<file path="src/rtl/uart_parity_pkg.sv">
// Shared mode codes, FSM encoding and parity helper for the UART RX parity checker.
package uart_parity_pkg;

    typedef logic [1:0] par_mode_t;

    localparam par_mode_t PAR_EVEN  = 2'b00;
    localparam par_mode_t PAR_ODD   = 2'b01;
    localparam par_mode_t PAR_MARK  = 2'b10;
    localparam par_mode_t PAR_SPACE = 2'b11;

    typedef enum logic [1:0] {
        IDLE   = 2'b00,
        DATA   = 2'b01,
        PARITY = 2'b10,
        RESULT = 2'b11
    } state_e;

    // Parity bit the transmitter should have sent, given the running XOR of the data bits.
    function automatic logic expected_parity(input par_mode_t m, input logic acc);
        logic e;
        unique case (m)
            PAR_EVEN:  e = acc;
            PAR_ODD:   e = ~acc;
            PAR_MARK:  e = 1'b1;
            PAR_SPACE: e = 1'b0;
        endcase
        return e;
    endfunction

endpackage

</file>
<file path="src/rtl/uart_parity_err_counter.sv">
// Saturating event counter with synchronous clear; clear wins over a same-cycle increment.
module uart_parity_err_counter #(
    parameter int unsigned W = 8
) (
    input  logic         clk,
    input  logic         rst_n,
    input  logic         inc,
    input  logic         clr,
    output logic [W-1:0] count
);

    always_ff @(posedge clk or negedge rst_n) begin
        if (!rst_n) begin
            count <= '0;
        end else if (clr) begin
            count <= '0;
        end else if (inc && (count != '1)) begin
            count <= count + W'(1);
        end
    end

endmodule

</file>
<file path="src/rtl/uart_parity_checker_stream.sv">
// Serial UART RX parity checker: assembles DATA_W bits LSB first, checks the parity bit,
// returns the word over valid/ready. Error counter present only with PARITY_ERR_CNT_EN.
module uart_parity_checker_stream
    import uart_parity_pkg::*;
#(
    parameter int unsigned DATA_W    = 8,
    parameter int unsigned ERR_CNT_W = 8
) (
    input  logic                 clk,
    input  logic                 rst_n,
    input  logic                 start,
    input  logic [1:0]           mode,
    input  logic                 bit_valid,
    input  logic                 bit_in,
    input  logic                 abort,
    input  logic                 res_ready,
    output logic                 res_valid,
    output logic [DATA_W-1:0]    data_out,
    output logic                 parity_err,
    output logic                 busy,
    output logic [ERR_CNT_W-1:0] err_count,
    input  logic                 cnt_clr
);

    localparam int unsigned IDX_W = $clog2(DATA_W + 1);
    localparam logic [IDX_W-1:0] LAST_IDX = IDX_W'(DATA_W - 1);

    state_e            state;
    logic [DATA_W-1:0] sr;
    logic              acc;
    logic [IDX_W-1:0]  idx;
    par_mode_t         mode_q;

    // Frame FSM with registered result interface.
    always_ff @(posedge clk or negedge rst_n) begin
        if (!rst_n) begin
            state      <= IDLE;
            sr         <= '0;
            acc        <= 1'b0;
            idx        <= '0;
            mode_q     <= PAR_EVEN;
            res_valid  <= 1'b0;
            parity_err <= 1'b0;
            data_out   <= '0;
            busy       <= 1'b0;
        end else begin
            unique case (state)
                IDLE: begin
                    if (start) begin
                        state  <= DATA;
                        busy   <= 1'b1;
                        sr     <= '0;
                        acc    <= 1'b0;
                        idx    <= '0;
                        mode_q <= mode;
                    end
                end
                DATA: begin
                    if (abort) begin
                        state <= IDLE;
                        busy  <= 1'b0;
                    end else if (bit_valid) begin
                        sr  <= {bit_in, sr[DATA_W-1:1]};
                        acc <= acc ^ bit_in;
                        idx <= idx + IDX_W'(1);
                        if (idx == LAST_IDX) begin
                            state <= PARITY;
                        end
                    end
                end
                PARITY: begin
                    if (abort) begin
                        state <= IDLE;
                        busy  <= 1'b0;
                    end else if (bit_valid) begin
                        parity_err <= (bit_in != expected_parity(mode_q, acc));
                        data_out   <= sr;
                        res_valid  <= 1'b1;
                        state      <= RESULT;
                    end
                end
                RESULT: begin
                    if (abort) begin
                        state     <= IDLE;
                        busy      <= 1'b0;
                        res_valid <= 1'b0;
                    end else if (res_ready) begin
                        res_valid <= 1'b0;
                        // start on the handshake chains straight into the next frame
                        if (start) begin
                            state  <= DATA;
                            sr     <= '0;
                            acc    <= 1'b0;
                            idx    <= '0;
                            mode_q <= mode;
                        end else begin
                            state <= IDLE;
                            busy  <= 1'b0;
                        end
                    end
                end
            endcase
        end
    end

`ifdef PARITY_ERR_CNT_EN
    logic cnt_inc_c;
    assign cnt_inc_c = (state == RESULT) && res_ready && !abort && parity_err;

    uart_parity_err_counter #(
        .W (ERR_CNT_W)
    ) u_err_cnt (
        .clk   (clk),
        .rst_n (rst_n),
        .inc   (cnt_inc_c),
        .clr   (cnt_clr),
        .count (err_count)
    );
`else
    logic unused_cnt_clr;
    assign unused_cnt_clr = cnt_clr;
    assign err_count      = '0;
`endif

endmodule

</file>
<file path="config.mk">
export PLATFORM = sky130hd
export DESIGN_NAME = uart_parity_checker_stream
export DESIGN_NICKNAME = d
export VERILOG_FILES = /design/src/rtl/uart_parity_pkg.sv /design/src/rtl/uart_parity_err_counter.sv /design/src/rtl/uart_parity_checker_stream.sv
export SDC_FILE = /design/constraint.sdc
export NUM_CORES = 1
export LEC_CHECK = 0
export CELL_PAD_IN_SITES_DETAIL_PLACEMENT = 0
export CELL_PAD_IN_SITES_GLOBAL_PLACEMENT = 1
export CORE_MARGIN = 1.5
export CORE_UTILIZATION = 40
export CTS_BUF_LIST = sky130_fd_sc_hd__clkbuf_4 sky130_fd_sc_hd__clkbuf_8 sky130_fd_sc_hd__clkbuf_16
export DETAILED_ROUTE_END_ITERATION = 10
export DONT_BUFFER_PORTS = 1
export PLACE_DENSITY_LB_ADDON = 0.2
export SYNTH_ARGS = -nofsm -noshare
export SYNTH_HDL_FRONTEND = slang
export SYNTH_HIERARCHICAL = 1
export SYNTH_SLANG_ARGS = --single-unit
</file>
<file path="constraint.sdc">
create_clock -name clk -period 3.8 [get_ports clk]
set_input_delay 0.19 -clock clk [delete_from_list [all_inputs] [get_ports clk]]
set_output_delay 0.19 -clock clk [all_outputs]
set_load 0.1 [all_outputs]
</file>
# Yosys cells after proc, flatten, opt, wreduce, memory -nomap -nowiden

Cells that the tools add are included.

Register bits after elaboration: 28
Bits in latches: 0
RAM bits: 0
ROM bits: 0
Output and inout port bits: 19
Word-level logic and storage cells: 93
Memories kept: 0

$add $sub $neg: 1
$mul: 0
Divide/modulo/power cells: 0
$lt $le $gt $ge: 0
Equal/unequal tests: 21
Shift-type cells: 0
Mux-type cells: 47
Bitwise operators: 3
Reduce and logical (&&, ||, !) cells: 12

Operators with widths:

| operator                                              | count |
|---|---|
| 2-to-1 mux 8 bit                                      | 5 |
| one-hot mux 8 bit (3 select lines)                    | 1 |
| 2-to-1 mux 2 bit                                      | 11 |
| 2-to-1 mux 4 bit                                      | 5 |
| 2-to-1 mux 1 bit                                      | 18 |
| inequality test 3 bit, second input constant          | 5 |
| inequality test 2 bit, second input constant          | 7 |
| one-hot mux 4 bit (3 select lines)                    | 1 |
| AND reduction 5 bit                                   | 2 |
| == test 2 bit, second input constant                  | 4 |
| one-hot mux 2 bit (4 select lines)                    | 1 |
| AND reduction 4 bit                                   | 2 |
| one-hot mux 1 bit (3 select lines)                    | 2 |
| AND reduction 3 bit                                   | 2 |
| adder 4 x 1 -> 4 bit, second input constant           | 1 |
| == test 2 x 1 -> 1 bit, second input constant         | 2 |
| == test 4 x 3 -> 1 bit, second input constant         | 1 |
| zero test 2 bit                                       | 2 |
| one-hot mux 1 bit (4 select lines)                    | 1 |
| one-hot mux 2 bit (2 select lines)                    | 1 |
| nonzero test 2 bit                                    | 2 |
| nonzero test 3 bit                                    | 1 |
| inequality test 2 x 1 -> 1 bit, second input constant | 1 |
| inverter 1 bit                                        | 2 |
| 4 further kinds                                       | 4 |

# Logic depth before layout (Yosys ltp)

Depth in word-level cells: 6
Gate-level depth with buffers: 7

# Worst setup path after synthesis

OpenSTA, ideal clock, no wires.

Kind: reg-to-reg
From: register state[1]
To: register idx[0]
Library setup time: 0.118 ns
Arrival time: 1.487 ns
Required time: 3.682 ns
Slack: 2.195 ns
Stages on the path, launching flop included: 8
Path buffers: 1
Period minus slack after synthesis: 1.605 ns
Path through: dfrtp_1 > inv_1 > ha_1 > nand2b_1 > a221o_1 > buf_4 > nand2_1 > o21ai_2

Longest elaborated chain between the ends: 3

Ends and longest elaborated chain:

| element                                                                      | RTL line                         | source |
|---|---|---|
| start: declaration                                                           | uart_parity_checker_stream.sv:28 | `state_e state;` |
| start signal: assignment                                                     | uart_parity_checker_stream.sv:37 | `state <= IDLE;` |
| start signal: assignment                                                     | uart_parity_checker_stream.sv:50 | `state <= DATA;` |
| start signal: assignment                                                     | uart_parity_checker_stream.sv:60 | `state <= IDLE;` |
| == test 2 x 1 -> 1 bit, or another cell as far along                         | uart_parity_checker_stream.sv:47 | `unique case (state)` |
| inequality test 2 bit (no source line) or nonzero test 3 bit (tied branches) | --                               |  |
| AND reduction 5 bit (no source line)                                         | --                               |  |
| end signal: assignment                                                       | uart_parity_checker_stream.sv:65 | `idx <= idx + IDX_W'(1);` |
| end: declaration                                                             | uart_parity_checker_stream.sv:31 | `logic [IDX_W-1:0] idx;` |

Parallel ways exist; a longest one is shown, timed or not.
A chain may end at the register's enable or synchronous reset.

# Final worst setup path

From: register state[1]
To: register sr[3]

Longest elaborated chain between the ends: 3

Ends and longest elaborated chain:

| element                                                                      | RTL line                         | source |
|---|---|---|
| == test 2 x 1 -> 1 bit, or another cell as far along                         | uart_parity_checker_stream.sv:47 |  |
| inequality test 2 bit (no source line) or nonzero test 3 bit (tied branches) | --                               |  |
| AND reduction 5 bit (no source line)                                         | --                               |  |
| end signal: assignment                                                       | uart_parity_checker_stream.sv:63 | `sr <= {bit_in, sr[DATA_W-1:1]};` |
| end: declaration                                                             | uart_parity_checker_stream.sv:29 | `logic [DATA_W-1:0] sr;` |

Parallel ways exist; a longest one is shown, timed or not.

==> results.sh <==
export IMPL_status="finished clean"
export IMPL_worstMarginPinSlew_ps=921
export IMPL_clock_power_share_pct=9.8
export IMPL_grt_use_met3_pct=2.52
export IMPL_cts_sinks=28
export IMPL_startpoint_type="flip-flop"
export IMPL_core_um2=3390
export IMPL_critical_path_arrival_ps=2400
export IMPL_post_route_drc_count=0
export IMPL_switching_share_pct=51.3
export IMPL_power_density_nw_per_um2=805
export IMPL_cts_tree="built"
export IMPL_max_vdd_ir_drop_uv=328
export IMPL_antenna_found_initial=0
export IMPL_grtUsageMet2_pct=21.7
export IMPL_pre_cts_ws_ps=1520
export IMPL_design_area_um2=1490
export IMPL_grt_pass1_vias=903
export IMPL_grt_setup_unrepaired="no"
export IMPL_cp_end_kind="flip-flop"
export IMPL_hpwl_mm=1.71
export IMPL_fin_nets=157
export IMPL_slew_headroom_pct=38.6
export IMPL_htree_levels=1
export IMPL_port_buffers=0
export IMPL_place_area_um2=1430
export IMPL_layout_drive_gt1_share_pct=15.7
export IMPL_gp_congestion=0.696
export IMPL_post_route_util_pct=44.1
export IMPL_wl_mm=2.43
export IMPL_p_leak_nw=0.701
export IMPL_maxSlewViolCount=0
export IMPL_synth_area_per_cell_um2=10.3
export IMPL_die_area_um2=3970
export IMPL_ys_seq_area_share_pct=48.7
export IMPL_grt_pass1_wl_mm=4.28
export IMPL_n_antenna_cell=0
export IMPL_track_usage_pct=13.5
export IMPL_ant_nets=0
export IMPL_worst_r2r_setup_slack_ps=1580
export IMPL_ys_warnings_count=6
export IMPL_rows=21
export IMPL_start_util_pct=42.5
export IMPL_cap_violations=0
export IMPL_grt_max_degree=29
export IMPL_cts_buffers=3
export IMPL_worst_ep_required_time_ps=3970
export IMPL_period_needed_ps=2220
export IMPL_drt_initial_drc_count=42
export IMPL_vias_per_cell=4.93
export IMPL_ys_ff_latch=28
export IMPL_hold_viol_final=0
export IMPL_setup_violations=0
export IMPL_synthToLayoutAreaGrowth_pct=3.83
export IMPL_synth_top_area_share_pct=48.7
export IMPL_fmax_mhz=450
export IMPL_yosysTopAreaCell="dfrtp_1"
export IMPL_p_int_mw=0.585
export IMPL_power_frac_seq_pct=56.6
export IMPL_final_setup_tns_ps=0
export IMPL_yosys_top_cells_area="dfrtp_1, mux2_2, nand2_1"
export IMPL_fp_dieW_um=63.0
export IMPL_root_buffer="clkbuf_4"
export IMPL_yosys_cell_types_count=30
export IMPL_switchingPower_mw=0.617
export IMPL_path_class="flip-flop to flip-flop"
export IMPL_cts_path_max_buffers=2
export IMPL_crit_fanout=23
export IMPL_busiest_layer="met2"
export IMPL_met1_usage_pct=18.4
export IMPL_overflow=0
export IMPL_fin_skew_ps=13.1
export IMPL_io_pins=29
export IMPL_netlist_instances=140
export IMPL_cts_setup_buffers=0
export IMPL_route_vias_total=917
export IMPL_syn_area_um2=1440
export IMPL_die_h_um=63.0
export IMPL_clk_latency_ps=320
export IMPL_drt_pass1_iter_count=4
export IMPL_layout_setup_ws_ps=1580
export IMPL_clkTransAtPathRegs_ps=130
export IMPL_min_path_type="input pin to flip-flop"
export IMPL_combPwrFrac_pct=33.6
export IMPL_period_share_pct=58.5
export IMPL_wl_per_cell_um=13.1
[repair_timing]
action	CTS	global route
endpoints found under the hold margin	29	0
hold buffers	3	0
gates resized for setup	0	0
[state kept, by name, indices dropped and copies added (netlist names)]
register / flops
res_valid: 1
mode_q: 2
acc: 1
state: 2
idx: 4
busy: 1
data_out: 8
parity_err: 1
sr: 8
[power by group through the flow]
stage | Clock [mW] | Sequential [mW] | Combinational [mW]
detailed placement | 0 | 0.689 | 0.401
floorplan | 0 | 0.669 | 0.364
finish | 0.118 | 0.680 | 0.404
global placement | 0 | 0.685 | 0.393
global route | 0.136 | 0.695 | 0.469
CTS | 0.124 | 0.681 | 0.412
[per-layer routing]
layer | wire length [µm] | part of all wire [%] | vias up
met5 | 0 | 0 | -
met4 | 21 | 0.86 | 0
met3 | 110 | 4.5 | 2
met2 | 1160 | 48 | 18
met1 | 1140 | 47 | 441
li1 | - | - | 456
[final timing paths]
kind,startpoint,end,depth (start not counted)
max in group asynchronous,rst_n,busy$_DFFE_PN0P_,2
worst min register to register,sr[0]$_DFFE_PN0P_,sr[0]$_DFFE_PN0P_,2
worst max register to register,state[1]$_DFFE_PN0P_,sr[3]$_DFFE_PN0P_,5
worst min-delay path,mode[1],mode_q[1]$_DFFE_PN0P_,1
min in group asynchronous,rst_n,sr[0]$_DFFE_PN0P_,2
worst max-delay path,state[1]$_DFFE_PN0P_,sr[3]$_DFFE_PN0P_,5
[worst max-delay path, cell delays in order (launching register included)]
cell and delay (ps):
dfrtp_1 440, inv_1 90, ha_1 460, nand2b_1 190, a221o_1 750, o21ai_1 160
[synth_stat cells (all sizes together)]
library cell	number
mux2	11
and2	1
nor2	6
ha	5
a221oi	1
a21o	1
buf	11
nand2b	4
o21ai	17
a21oi	6
mux2i	2
nand3	1
xnor2	2
clkbuf	2
nand3b	2
o21bai	1
conb	1
o31a	1
a221o	1
nand2	24
inv	5
nor2b	4
dfrtp	28
a2bb2oi	1
and3b	1
a32o	1
[through the flow]
| stage | hold WS, ps | total power [mW] | instances |
|---|---|---|---|
| final | 17.4 | 1.20 | 186 |
| after global routing | 0.209 | 1.30 | 186 |
| after CTS | 1.55 | 1.22 | 186 |
| after detailed placement | -105 | 1.09 | 180 |
| after global placement | -105 | 1.08 | 180 |
| after floorplan | -106 | 1.03 | 147 |
[final cells by class]
cell class | instances | area [µm²]
multi-input cells | 101 | 654
well taps | 46 | 57.6
inverters | 5 | 18.8
clock buffers | 3 | 22.5
fillers | 334 | 1900
repair buffers | 3 | 40.0
flip-flops and latches | 28 | 701
[kinds of logic after synthesis]
group | after synthesis | share of synthesized area, %
xor+xnor | 2 | 1.22
compound gates | 30 | 14.1
simple gates | 43 | 13.7
buf+inv | 18 | 7.65
other cells | 1 | 0.261
flops | 28 | 48.7
fa+ha+maj | 5 | 4.35
mux | 13 | 10.0
[placed cells by master, fill, tap and decap left out]
master,instances
nor2b_1,4
ha_1,5
a221oi_1,1
nand2_1,24
nand3b_1,2
nor2_1,6
a32o_1,1
o21ai_1,7
inv_1,5
o21ai_2,7
nand2b_1,4
nand3_1,1
a221o_1,1
dfrtp_1,28
o21ai_0,3
and3b_1,1
a2bb2oi_1,1
o21bai_1,1
dlygate4sd3_1,2
xnor2_1,2
buf_12,1
a21oi_1,6
conb_1,8
and2_1,1
a21o_1,1
clkbuf_4,3
mux2_2,11
o31a_1,1
mux2i_1,2
(Power assumes the default switching activity.)
